## src/rtl/uart_rcv_ctrl.sv

```systemverilog
// UART receive controller: synchronizes the serial line, frames one byte
// (start, 8 data bits LSB first, stop), hands the stop bit to an external
// stop-bit checker and loads the byte unless the checker flags a framing error.
//
// state | meaning
// IDLE  | waiting for a falling edge on the synchronized line
// START | timing to mid start bit; sample at H-1, decide at H (glitch reject)
// DATA  | sampling 8 data bits, one every N clocks
// STOP  | sampling the stop bit into stop_bit
// SBC   | one-cycle sbc_enable strobe to the stop-bit checker
// CHECK | reading the checker's registered framing_error
// LOAD  | transferring the byte to rx_data, updating data_ready/overrun_error
module uart_rcv_ctrl #(
  parameter int CLKS_PER_BIT = 10
) (
  input  logic       clk,
  input  logic       Rst,
  input  logic       serial_in,
  input  logic       framing_error,
  input  logic       data_read,
  output logic       sbc_clear,
  output logic       sbc_enable,
  output logic       stop_bit,
  output logic [7:0] rx_data,
  output logic       data_ready,
  output logic       overrun_error
);

  localparam logic [15:0] HALF_M1 = 16'(CLKS_PER_BIT / 2 - 1);
  localparam logic [15:0] HALF    = 16'(CLKS_PER_BIT / 2);
  localparam logic [15:0] FULL_M1 = 16'(CLKS_PER_BIT - 1);

  typedef enum logic [2:0] {
    IDLE  = 3'd0,
    START = 3'd1,
    DATA  = 3'd2,
    STOP  = 3'd3,
    SBC   = 3'd4,
    CHECK = 3'd5,
    LOAD  = 3'd6
  } state_t;

  state_t      state_q;
  logic [15:0] timer_q;
  logic [15:0] timer_d;
  logic        sync1_q;
  logic        sync2_q;
  logic        hist_q;
  logic        samp_q;
  logic [2:0]  bit_cnt_q;
  logic [7:0]  shift_q;
  logic [7:0]  rx_data_q;
  logic        stop_bit_q;
  logic        data_ready_q;
  logic        overrun_q;
  logic        sbc_clear_q;
  logic        sbc_enable_q;
  logic        start_edge;

  // Free-running increment; every state transition overrides it with zero.
  always_comb begin
    timer_d = timer_q + 16'd1;
  end

  assign start_edge = hist_q & ~sync2_q;

  // Synchronizer, bit timer, frame FSM and all registered outputs.
  always_ff @(posedge clk) begin
    if (Rst) begin
      state_q      <= IDLE;
      timer_q      <= 16'd0;
      sync1_q      <= 1'b1;
      sync2_q      <= 1'b1;
      hist_q       <= 1'b1;
      samp_q       <= 1'b1;
      bit_cnt_q    <= 3'd0;
      shift_q      <= 8'h00;
      rx_data_q    <= 8'h00;
      stop_bit_q   <= 1'b1;
      data_ready_q <= 1'b0;
      overrun_q    <= 1'b0;
      sbc_clear_q  <= 1'b0;
      sbc_enable_q <= 1'b0;
    end else begin
      sync1_q      <= serial_in;
      sync2_q      <= sync1_q;
      hist_q       <= sync2_q;
      sbc_clear_q  <= 1'b0;
      sbc_enable_q <= 1'b0;
      timer_q      <= timer_d;

      // An acknowledge outside LOAD clears both flags; LOAD overrides below.
      if (data_read) begin
        data_ready_q <= 1'b0;
        overrun_q    <= 1'b0;
      end

      case (state_q)
        IDLE: begin
          timer_q <= 16'd0;
          if (start_edge) begin
            state_q     <= START;
            sbc_clear_q <= 1'b1;
          end
        end

        START: begin
          if (timer_q == HALF_M1) begin
            samp_q <= sync2_q;
          end
          if (timer_q == HALF) begin
            timer_q <= 16'd0;
            if (!samp_q) begin
              state_q   <= DATA;
              bit_cnt_q <= 3'd0;
            end else begin
              state_q <= IDLE;
            end
          end
        end

        DATA: begin
          if (timer_q == FULL_M1) begin
            shift_q   <= {sync2_q, shift_q[7:1]};
            timer_q   <= 16'd0;
            bit_cnt_q <= bit_cnt_q + 3'd1;
            if (bit_cnt_q == 3'd7) begin
              state_q <= STOP;
            end
          end
        end

        STOP: begin
          if (timer_q == FULL_M1) begin
            stop_bit_q   <= sync2_q;
            timer_q      <= 16'd0;
            state_q      <= SBC;
            sbc_enable_q <= 1'b1;
          end
        end

        SBC: begin
          timer_q <= 16'd0;
          state_q <= CHECK;
        end

        CHECK: begin
          timer_q <= 16'd0;
          state_q <= framing_error ? IDLE : LOAD;
        end

        LOAD: begin
          timer_q      <= 16'd0;
          rx_data_q    <= shift_q;
          data_ready_q <= 1'b1;
          // An acknowledge in the same cycle consumes the old byte, so no overrun.
          overrun_q    <= data_read ? 1'b0 : (overrun_q | data_ready_q);
          state_q      <= IDLE;
        end

        default: begin
          timer_q <= 16'd0;
          state_q <= IDLE;
        end
      endcase
    end
  end

  assign sbc_clear     = sbc_clear_q;
  assign sbc_enable    = sbc_enable_q;
  assign stop_bit      = stop_bit_q;
  assign rx_data       = rx_data_q;
  assign data_ready    = data_ready_q;
  assign overrun_error = overrun_q;

endmodule

```

## config.mk

```make
export PLATFORM = sky130hd
export DESIGN_NAME = uart_rcv_ctrl
export DESIGN_NICKNAME = d
export VERILOG_FILES = /design/src/rtl/uart_rcv_ctrl.sv
export SDC_FILE = /design/constraint.sdc
export NUM_CORES = 1
export LEC_CHECK = 0
export CAP_MARGIN = 20
export CORE_MARGIN = 3
export CORE_UTILIZATION = 48
export DETAILED_ROUTE_END_ITERATION = 12
export GPL_ROUTABILITY_DRIVEN = 0
export PLACE_DENSITY = 0.72
export SYNTH_ARGS = -nofsm -noshare
export SYNTH_HDL_FRONTEND = slang
export SYNTH_SLANG_ARGS = --single-unit
export TNS_END_PERCENT = 10
```

## constraint.sdc

```tcl
create_clock -name clk -period 3.4 [get_ports clk]
set_clock_uncertainty 0.05 [all_clocks]
set_input_delay 0.68 -clock clk [delete_from_list [all_inputs] [get_ports clk]]
set_output_delay 0.68 -clock clk [all_outputs]
set_load 0.01 [all_outputs]
```

==> results of run 1 <==
## layer usage
| metal | wire [um] | global-route usage (%) | part of all wire, % | vias to the layer above |
|---|---|---|---|---|
| met5 | 0 | 0 | 0 | - |
| met4 | 43 | 6.15 | 1.2 | 0 |
| met3 | 173 | 4.13 | 4.6 | 6 |
| met2 | 1640 | 23.1 | 44 | 35 |
| met1 | 1880 | 19.5 | 50 | 730 |
| li1 | - | - | - | 845 |
## synthesized netlist by cell type (2+ instances only)
library cell and count:
mux2i_1 10, buf_6 3, nor4_1 6, a211oi_1 5, nor2b_1 3, nand3_2 2, nand3_1 12, o2bb2ai_1 3
dfxtp_1 47, nand2b_1 2, clkbuf_1 8, ha_1 5, a41o_1 2, buf_4 2, nor2_1 4, o21ai_0 2
nor3_1 16, or2_2 3, xor2_1 6, o31ai_1 2, inv_1 8, nand2_1 27, a21oi_1 13, xnor2_1 5
a31oi_1 2, nand4_1 7, and4_1 2
## placed cells by master (no fill, tap or decap), types with 2 or more instances in the layout
| master | netlist | layout |
|---|---|---|
| xnor2_1 | 5 | 5 |
| o31ai_1 | 2 | 2 |
| dfxtp_1 | 47 | 47 |
| clkbuf_8 | 0 | 5 |
| and4_1 | 2 | 2 |
| nand3_1 | 12 | 12 |
| a21oi_1 | 13 | 13 |
| or2_2 | 3 | 3 |
| nor3_1 | 16 | 16 |
| clkdlybuf4s50_1 | 0 | 17 |
| xor2_1 | 6 | 6 |
| nand2_1 | 27 | 27 |
| mux2i_1 | 10 | 10 |
| o2bb2ai_1 | 3 | 3 |
| nor4_1 | 6 | 6 |
| inv_1 | 8 | 8 |
| nor2b_1 | 3 | 3 |
| nand4_1 | 7 | 7 |
| nand3_2 | 2 | 2 |
| a211oi_1 | 5 | 5 |
| nand2b_1 | 2 | 2 |
| a41o_1 | 2 | 2 |
| nor2_1 | 4 | 4 |
| ha_1 | 5 | 5 |
| o21ai_0 | 2 | 2 |
| a31oi_1 | 2 | 2 |
## per-stage QoR
stage / std cells / utilization, % / hold slack [ps]
floorplan: 230 / - / 339
global placement: 284 / 55.4 / 345
detailed placement: 284 / 55.4 / 350
CTS: 291 / 57.9 / 372
global route: 291 / 57.9 / 398
finish: 291 / 57.9 / 367
## area by class of cell
type / count / share of cell area (%)
multi-input cells: 161 / 45.2
flip-flops and latches: 47 / 39.2
repair buffers: 18 / 7.41
clock buffers: 6 / 3.03
well taps: 50 / 2.61
clock inverters: 1 / 1.25
inverters: 8 / 1.25
## cell families (layout without fill, tap and decap cells)
logic type	after synthesis	count (layout)	synth area share, %
AO/OA/AOI/OAI	34	34	11.4
XOR/XNOR	11	11	4.51
adder cells (fa/ha/maj)	5	5	2.93
buffers and inverters	22	33	5.32
flip-flops	47	47	44.0
multiplexers	11	11	5.21
AND/OR/NAND/NOR	100	100	26.6
## state kept, by name, indices dropped and copies added (netlist names), 3 cells and up
register,flops
state_q,3
timer_q,16
shift_q,8
rx_data,8
bit_cnt_q,3
## report_power, final
part           internal, mW  switching (mW)
Combinational        0.0129          0.0186
Clock                 0.215           0.169
Sequential            0.553         0.00362
## worst paths after layout
path	endpoint	slack (ps)	from
setup / recovery	sbc_clear	1360	Rst
hold / removal	sync2_q	370	sync1_q
setup reg to reg	rx_data[1]	1400	state_q[1]
hold reg to reg	sync2_q	370	sync1_q
## worst max-delay path, cell delays in order
cell	delay, ps
clkdlybuf4s50_1	420
inv_1	300
nand2_1	450
nor4_1	340
==> impl_metrics.ini, run 1 <==
[global_route]
grt_usage_pct = 14.9
grt_pass1_wl_um = 6220
antenna_found_initial = 0
grt_overflow = 0
grt_pass1_vias = 1393
grt_max_degree = 22

[timing]
min_period_over_period_pct = 60.0
finalHoldViolCount = 0
setup_viol_count_final = 0
fmax_mhz = 491
tns_ps = 0
slew_headroom_pct = 49.8
min_period_ps = 2040
worst_pin_slew_ps = 751
setup_slack_ps = 1360
slew_viol_final = 0
rsz0062_at_grt = false

[clocking]
cts-buffers-inserted = 5
cts_tree = done
root_buffer = clkbuf_8
cts.path.max_buffers = 2
cts_num_sinks = 47
cts_resized = 0
post-cts-setup-buffers = 0
cts_max_level = 2
clk_latency_ps = 290
path_clk_slew_ps = 80
hold_buffers = 0

[critical_path]
crit_path_start_kind = input port
critPathKind = input port to flip-flop
critPathCaptureType = flip-flop
crit_required_ps = 3550
worst_r2r_path_depth = 4
critPathMaxFanout = 17
critPathArrivalTime_ps = 2190

[placed_design]
io_buffers = 17
pre_cts_slack_ps = 1010
detailed_place.area_mm2 = 0.00229
hpwl_um = 2580

[worst_hold_path]
hold_depth = 1
hold_class = flip-flop to flip-flop

[synth]
synth-seq-area-share_pct = 44.0
synth_area_mm2 = 0.00214
async_flop_share_pct = 0
synth_edf_count = 0
synth.distinct_cells = 50
ys_ff_latch = 47
yosys.area.top_type_share_pct = 44.0
synth_area_leaders = dfxtp_1 44%, nand2_1 4.7%, mux2i_1 4.7%
synth_flop_cell = dfxtp_1
postSynthAreaPerCell_um2 = 9.30
synth_top_area_cell = dfxtp_1
yosysWarnings = 0
syn_nets = 240
post_synth_inst_count = 230

[drt]
dr_total_vias = 1616
wl_per_cell_um = 12.8
antenna_left = 0
routed_wl_um = 3730
routed_via_density = 5.55
drtIter0Drc = 97
drc = 0
dr.pass1.iters = 4

[floorplanning]
coreArea_mm2 = 0.00414
start_util_pct = 51.6
dieArea_mm2 = 0.00529
dieWidth_um = 72.7
ioPinCount = 18
row_count = 23
die_y_um = 72.7

[power]
powerDensity_mw_per_mm2 = 406
total_power_mw = 0.973
p_leak_nw = 0.862
vdd_drop_max_v = 0.000218

[outcome]
status = finished, final reports clean

[layout]
fillCellCount = 383
syn2layout_area_growth_pct = 12.1
n_antenna_cell = 0
drive_above_1_share_pct = 9.13
finalNetCount = 251
final_cell_area_mm2 = 0.00240
multiInputGateArea_mm2 = 0.00108
regArea_um2 = 941

[run]
cap_violations = 0
Note: power is estimated with default switching activity, not from simulation.
==> run 2: changes to the inputs <==
==> constraint.sdc (replaced) <==
create_clock -name clk -period 2 [get_ports clk]
set_clock_uncertainty 0.05 [all_clocks]
set_input_delay 0.4 -clock clk [delete_from_list [all_inputs] [get_ports clk]]
set_output_delay 0.4 -clock clk [all_outputs]
set_load 0.01 [all_outputs]
==> impl_metrics.ini, run 2 (synthesis gave the netlist of run 1 again) <==
[outcome]
status = finished, final reports clean

[power]
powerDensity_mw_per_mm2 = 639
power_switching_mw = 0.381
seqPwrFrac_pct = 58.9
p_int_mw = 1.22
vdd_drop_max_v = 0.000415
p_leak_nw = 0.929
swShare_pct = 23.7
comb_power_share_pct = 4.3
pwr-share-clk_pct = 36.8

[timing]
min_period_over_period_pct = 93.5
fmax_mhz = 535
setup_viol_count_final = 0
slew_viol_final = 0
slew_headroom_pct = 67.8
worst_pin_slew_ps = 478
finalHoldViolCount = 0
rsz0062_at_grt = false
whs_ps = 368
min_period_ps = 1870
tns_ps = 0

[placed_design]
io_buffers = 17
hpwl_um = 2870

[clocking]
cts_max_level = 2
hold_buffers = 0
root_buffer = clkbuf_8
cts.path.max_buffers = 2
clk_latency_ps = 300
path_clk_slew_ps = 90
cts_resized = 0
cts_tree = done
post-cts-setup-buffers = 0
cts_num_sinks = 47
cts-buffers-inserted = 5

[critical_path]
worst_r2r_path_depth = 6
critPathSlowestCell = dfxtp_1
critPathKind = flip-flop to flip-flop
critPathMaxFanout = 4
critPathBufInv = 1
critPathCaptureType = flip-flop
cp_top_family = compound AO/OA/AOI/OAI gates
r2r_setup_slack_ps = 130
r2r-end = state_q[1]
crit_required_ps = 2150
path_cells = inv_1, ha_1, and3b_2, a41o_1, a21oi_1, mux2_2
max_stage_delay_ps = 380
crit_path_start_kind = flip-flop
r2r_start = timer_q[1]
critPathArrivalTime_ps = 2020

[layout]
finalNetCount = 264
final_common_cell = dfxtp_1
syn2layout_area_growth_pct = 17.4
n_antenna_cell = 0
drive_above_1_share_pct = 14.5
fillCellCount = 379
regMostFlops = timer_q
layout_common_cells = 47 x dfxtp_1, 27 x nand2_1, 17 x clkdlybuf4s50_1, 16 x nor3_1, 13 x a21oi_1
largest_register_ffs = 16

[drt]
dr_total_vias = 1730
wl_per_cell_um = 13.5
drc = 0
routed_via_density = 5.67
routed_wl_um = 4110
dr.pass1.iters = 4
antenna_left = 0
drtIter0Drc = 142

[floorplanning]
die_y_um = 72.7
dieWidth_um = 72.7
ioPinCount = 18
coreArea_mm2 = 0.00414
start_util_pct = 51.6
row_count = 23
dieArea_mm2 = 0.00529

[worst_hold_path]
hp-start = sync1_q
min_to = sync2_q
hold_depth = 1
hold_class = flip-flop to flip-flop

[global_route]
grt_usage_pct = 16.4
grt_overflow = 0
grt_pass1_vias = 1473
antenna_found_initial = 0
grt_max_degree = 18
grt_pass1_wl_um = 6780

[run]
cap_violations = 0
[run 2: changes by cell type in the layout (fill, tap and decap cells not counted), sizes merged]
| cell | delta |
|---|---|
| inv | +1 |
| clkbuf | -1 |
| bufinv | -1 |
| buf | +13 |
| clkinvlp | +2 |
[run 2: per-layer routing]
layer	share of wire (%)	up-vias	global-route usage, %
li1	-	878	-
met1	50	799	22.9
met2	43	49	23.3
met3	5.3	4	4.68
met4	1.2	0	7.79
met5	0	-	0
[run 2: metrics by stage]
| step | setup slack, ps | cells | cell area [um^2] | util (%) | power, mW |
|---|---|---|---|---|---|
| 6_report | 130 | 305 | 2510 | 60.6 | 1.60 |
| 5_1_grt | 13.3 | 305 | 2510 | 60.6 | 1.67 |
| 4_1_cts | 133 | 305 | 2510 | 60.6 | 1.62 |
| 3_5_place_dp | 151 | 297 | 2420 | 58.3 | 1.04 |
| 3_3_place_gp | 182 | 297 | 2420 | 58.3 | 1.04 |
| 2_1_floorplan | 228 | 230 | 2140 | - | 1.00 |
[run 2: power groups by stage]
stage / combinational [mW] / clock [mW] / sequential, mW
final: 0.0697 / 0.590 / 0.944
after global routing: 0.0760 / 0.643 / 0.946
after CTS: 0.0705 / 0.609 / 0.944
after detailed placement: 0.0700 / 0 / 0.966
after global placement: 0.0699 / 0 / 0.966
after floorplan: 0.0391 / 0 / 0.965
[run 2: worst max path at each step]
| stage | cells after the start | to | slack [ps] | start |
|---|---|---|---|---|
| 6_report | 6 | state_q[1] | 130 | timer_q[1] |
| 5_1_grt | 6 | state_q[1] | 10 | timer_q[1] |
| 4_1_cts | 6 | state_q[1] | 130 | timer_q[1] |
| 3_5_place_dp | 6 | state_q[1] | 150 | timer_q[1] |
| 3_3_place_gp | 6 | state_q[1] | 180 | timer_q[1] |
| 2_1_floorplan | 6 | state_q[1] | 230 | timer_q[1] |
[run 2: final cells by class]
cell class	instances	area, um^2	share of cell area [%]
multi-input combinational	161	1080	43.2
tap	50	62.6	2.49
sequential	47	941	37.5
clock buffer	5	68.8	2.74
timing repair buffer	31	300	12.0
clock inverter	3	23.8	0.947
inverter	8	30.0	1.20
==> run 3: changes to the inputs <==
--- a/config.mk
+++ b/config.mk
@@ -5,7 +5,8 @@
 export SDC_FILE = /design/constraint.sdc
 export NUM_CORES = 1
 export LEC_CHECK = 0
-export CAP_MARGIN = 20
+export ABC_AREA = 1
+export CAP_MARGIN = 10
 export CORE_MARGIN = 3
 export CORE_UTILIZATION = 48
 export DETAILED_ROUTE_END_ITERATION = 12
==> impl_metrics.ini, run 3 <==
[outcome]
status = finished, final reports clean

[timing]
slew_headroom_pct = 76.8
min_period_over_period_pct = 85.8
finalHoldViolCount = 0
slew_viol_final = 0
worst_pin_slew_ps = 344
fmax_mhz = 583
setup_slack_ps = 284
whs_ps = 362
rsz0062_at_grt = false
tns_ps = 0
min_period_ps = 1720
setup_viol_count_final = 0

[placed_design]
hpwl_um = 2630
dp_cells = 341
io_buffers = 17
detailed_place.area_mm2 = 0.00227
pre_cts_slack_ps = 287

[drt]
drtIter0Drc = 146
dr_total_vias = 1714
dr.pass1.iters = 4
wl_per_cell_um = 10.7
routed_via_density = 4.91
drc = 0
antenna_left = 0
routed_wl_um = 3750

[critical_path]
crit_path_start_kind = flip-flop
critPathKind = flip-flop to flip-flop
crit_required_ps = 2150
critPathCaptureType = flip-flop
worst_r2r_path_depth = 8
r2r_start = timer_q[0]
crit_top_cell = nor2_1
r2r-end = shift_q[2]
critPathArrivalTime_ps = 1860
critPathMaxFanout = 7
path_cells = ha_1, nand3_1, nor2_1, nand2_2, nor2_2, inv_1, nor2_1, nor2_1
max_stage_delay_ps = 420
critPathSlowestCell = dfxtp_1
r2r_setup_slack_ps = 280

[layout]
regMostFlops = timer_q
syn2layout_area_growth_pct = 15.9
drive_above_1_share_pct = 8.03
fillCellCount = 391
final_util_pct = 58.6
final_cell_area_mm2 = 0.00238
fin_cells = 349
layout_common_cells = 78 x nor2_1, 47 x dfxtp_1, 40 x nand2_1, 25 x inv_1, 18 x o21ai_0
final_common_cell = nor2_1
n_antenna_cell = 0
finalNetCount = 308
largest_register_ffs = 16

[power]
powerDensity_mw_per_mm2 = 893
vdd_drop_max_v = 0.000501
p_leak_nw = 0.992
total_power_mw = 2.12

[synth]
postSynthAreaPerCell_um2 = 7.41
syn_nets = 287
synth_flop_cell = dfxtp_1
ys_ff_latch = 47
synth_top_area_cell = dfxtp_1
post_synth_inst_count = 277
synth_area_leaders = dfxtp_1 46%, nor2_1 14%, nand2_1 7.3%
yosysMostFrequentCell = nor2_1
synth-seq-area-share_pct = 45.9
synth.distinct_cells = 26
yosys.area.top_type_share_pct = 45.9
yosysWarnings = 0
async_flop_share_pct = 0
synth_edf_count = 0
synth_area_mm2 = 0.00205
synthTopCellsByCount = 78 x nor2_1, 47 x dfxtp_1, 40 x nand2_1, 25 x inv_1, 18 x o21ai_0

[clocking]
cts.path.max_buffers = 2
cts_max_level = 2
clk_latency_ps = 300
cts_tree = done
hold_buffers = 0
path_clk_slew_ps = 90
cts_num_sinks = 47
post-cts-setup-buffers = 0
cts_resized = 0
cts-buffers-inserted = 5
root_buffer = clkbuf_8

[worst_hold_path]
hold_class = flip-flop to flip-flop
min_to = sync2_q
hold_depth = 1
hp-start = sync1_q

[floorplanning]
start_util_pct = 50.6
die_y_um = 71.4
dieArea_mm2 = 0.00510
row_count = 23
dieWidth_um = 71.4
ioPinCount = 18
coreArea_mm2 = 0.00406

[run]
cap_violations = 0

[global_route]
grt_pass1_wl_um = 6600
antenna_found_initial = 0
grt_usage_pct = 16.2
grt_max_degree = 22
grt_pass1_vias = 1542
grt_overflow = 0
## run 3: how the worst max path moves through the flow
stage,startpoint,depth (start not counted),end
6_report,timer_q[0],8,shift_q[2]
5_1_grt,timer_q[0],8,shift_q[3]
4_1_cts,timer_q[0],8,shift_q[0]
3_5_place_dp,timer_q[0],8,shift_q[5]
3_3_place_gp,timer_q[0],8,shift_q[0]
2_1_floorplan,timer_q[0],11,timer_q[10]
## run 3: routing by layer
layer  track usage (%)  part of all wire (%)  routed length [um]  vias up
met2              25.0                    44                1640       26
li1                  -                     -                   -      909
met5                 0                     0                   0        -
met1              21.4                    51                1910      775
met4              6.89                   1.7                  65        0
met3              4.35                   3.5                 130        4
## run 3: kinds of logic (layout without fill, tap and decap cells)
| logic type | count (synthesis) | count (layout) | share of synthesized area (%) |
|---|---|---|---|
| simple gates | 151 | 151 | 31.8 |
| flops | 47 | 47 | 45.9 |
| buf+inv | 33 | 55 | 6.95 |
| compound gates | 29 | 29 | 7.26 |
| xor+xnor | 12 | 12 | 5.12 |
| fa+ha+maj | 5 | 5 | 3.05 |
## run 3: worst max-delay path, delay by kind of cell (launching register included)
| kind | cells | cell delay (ps) |
|---|---|---|
| adder cells (fa/ha/maj) | 1 | 200 |
| AND/OR/NAND/NOR | 6 | 760 |
| buffers and inverters | 1 | 180 |
| flip-flops | 1 | 420 |
## run 3: cell type report
| type | count | area [um^2] | area share, % |
|---|---|---|---|
| multi-input combinational | 197 | 968 | 40.7 |
| sequential | 47 | 941 | 39.6 |
| timing repair buffer | 20 | 193 | 8.10 |
| inverter | 27 | 101 | 4.26 |
| clock buffer | 5 | 68.8 | 2.89 |
| tap | 50 | 62.6 | 2.63 |
| clock inverter | 3 | 43.8 | 1.84 |
## run 3: where the power goes
| part | internal [mW] | switching, mW | leakage, nW |
|---|---|---|---|
| logic | 0.146 | 0.284 | 0.555 |
| registers | 0.966 | 0.0331 | 0.380 |
| clock network | 0.372 | 0.323 | 0.0581 |
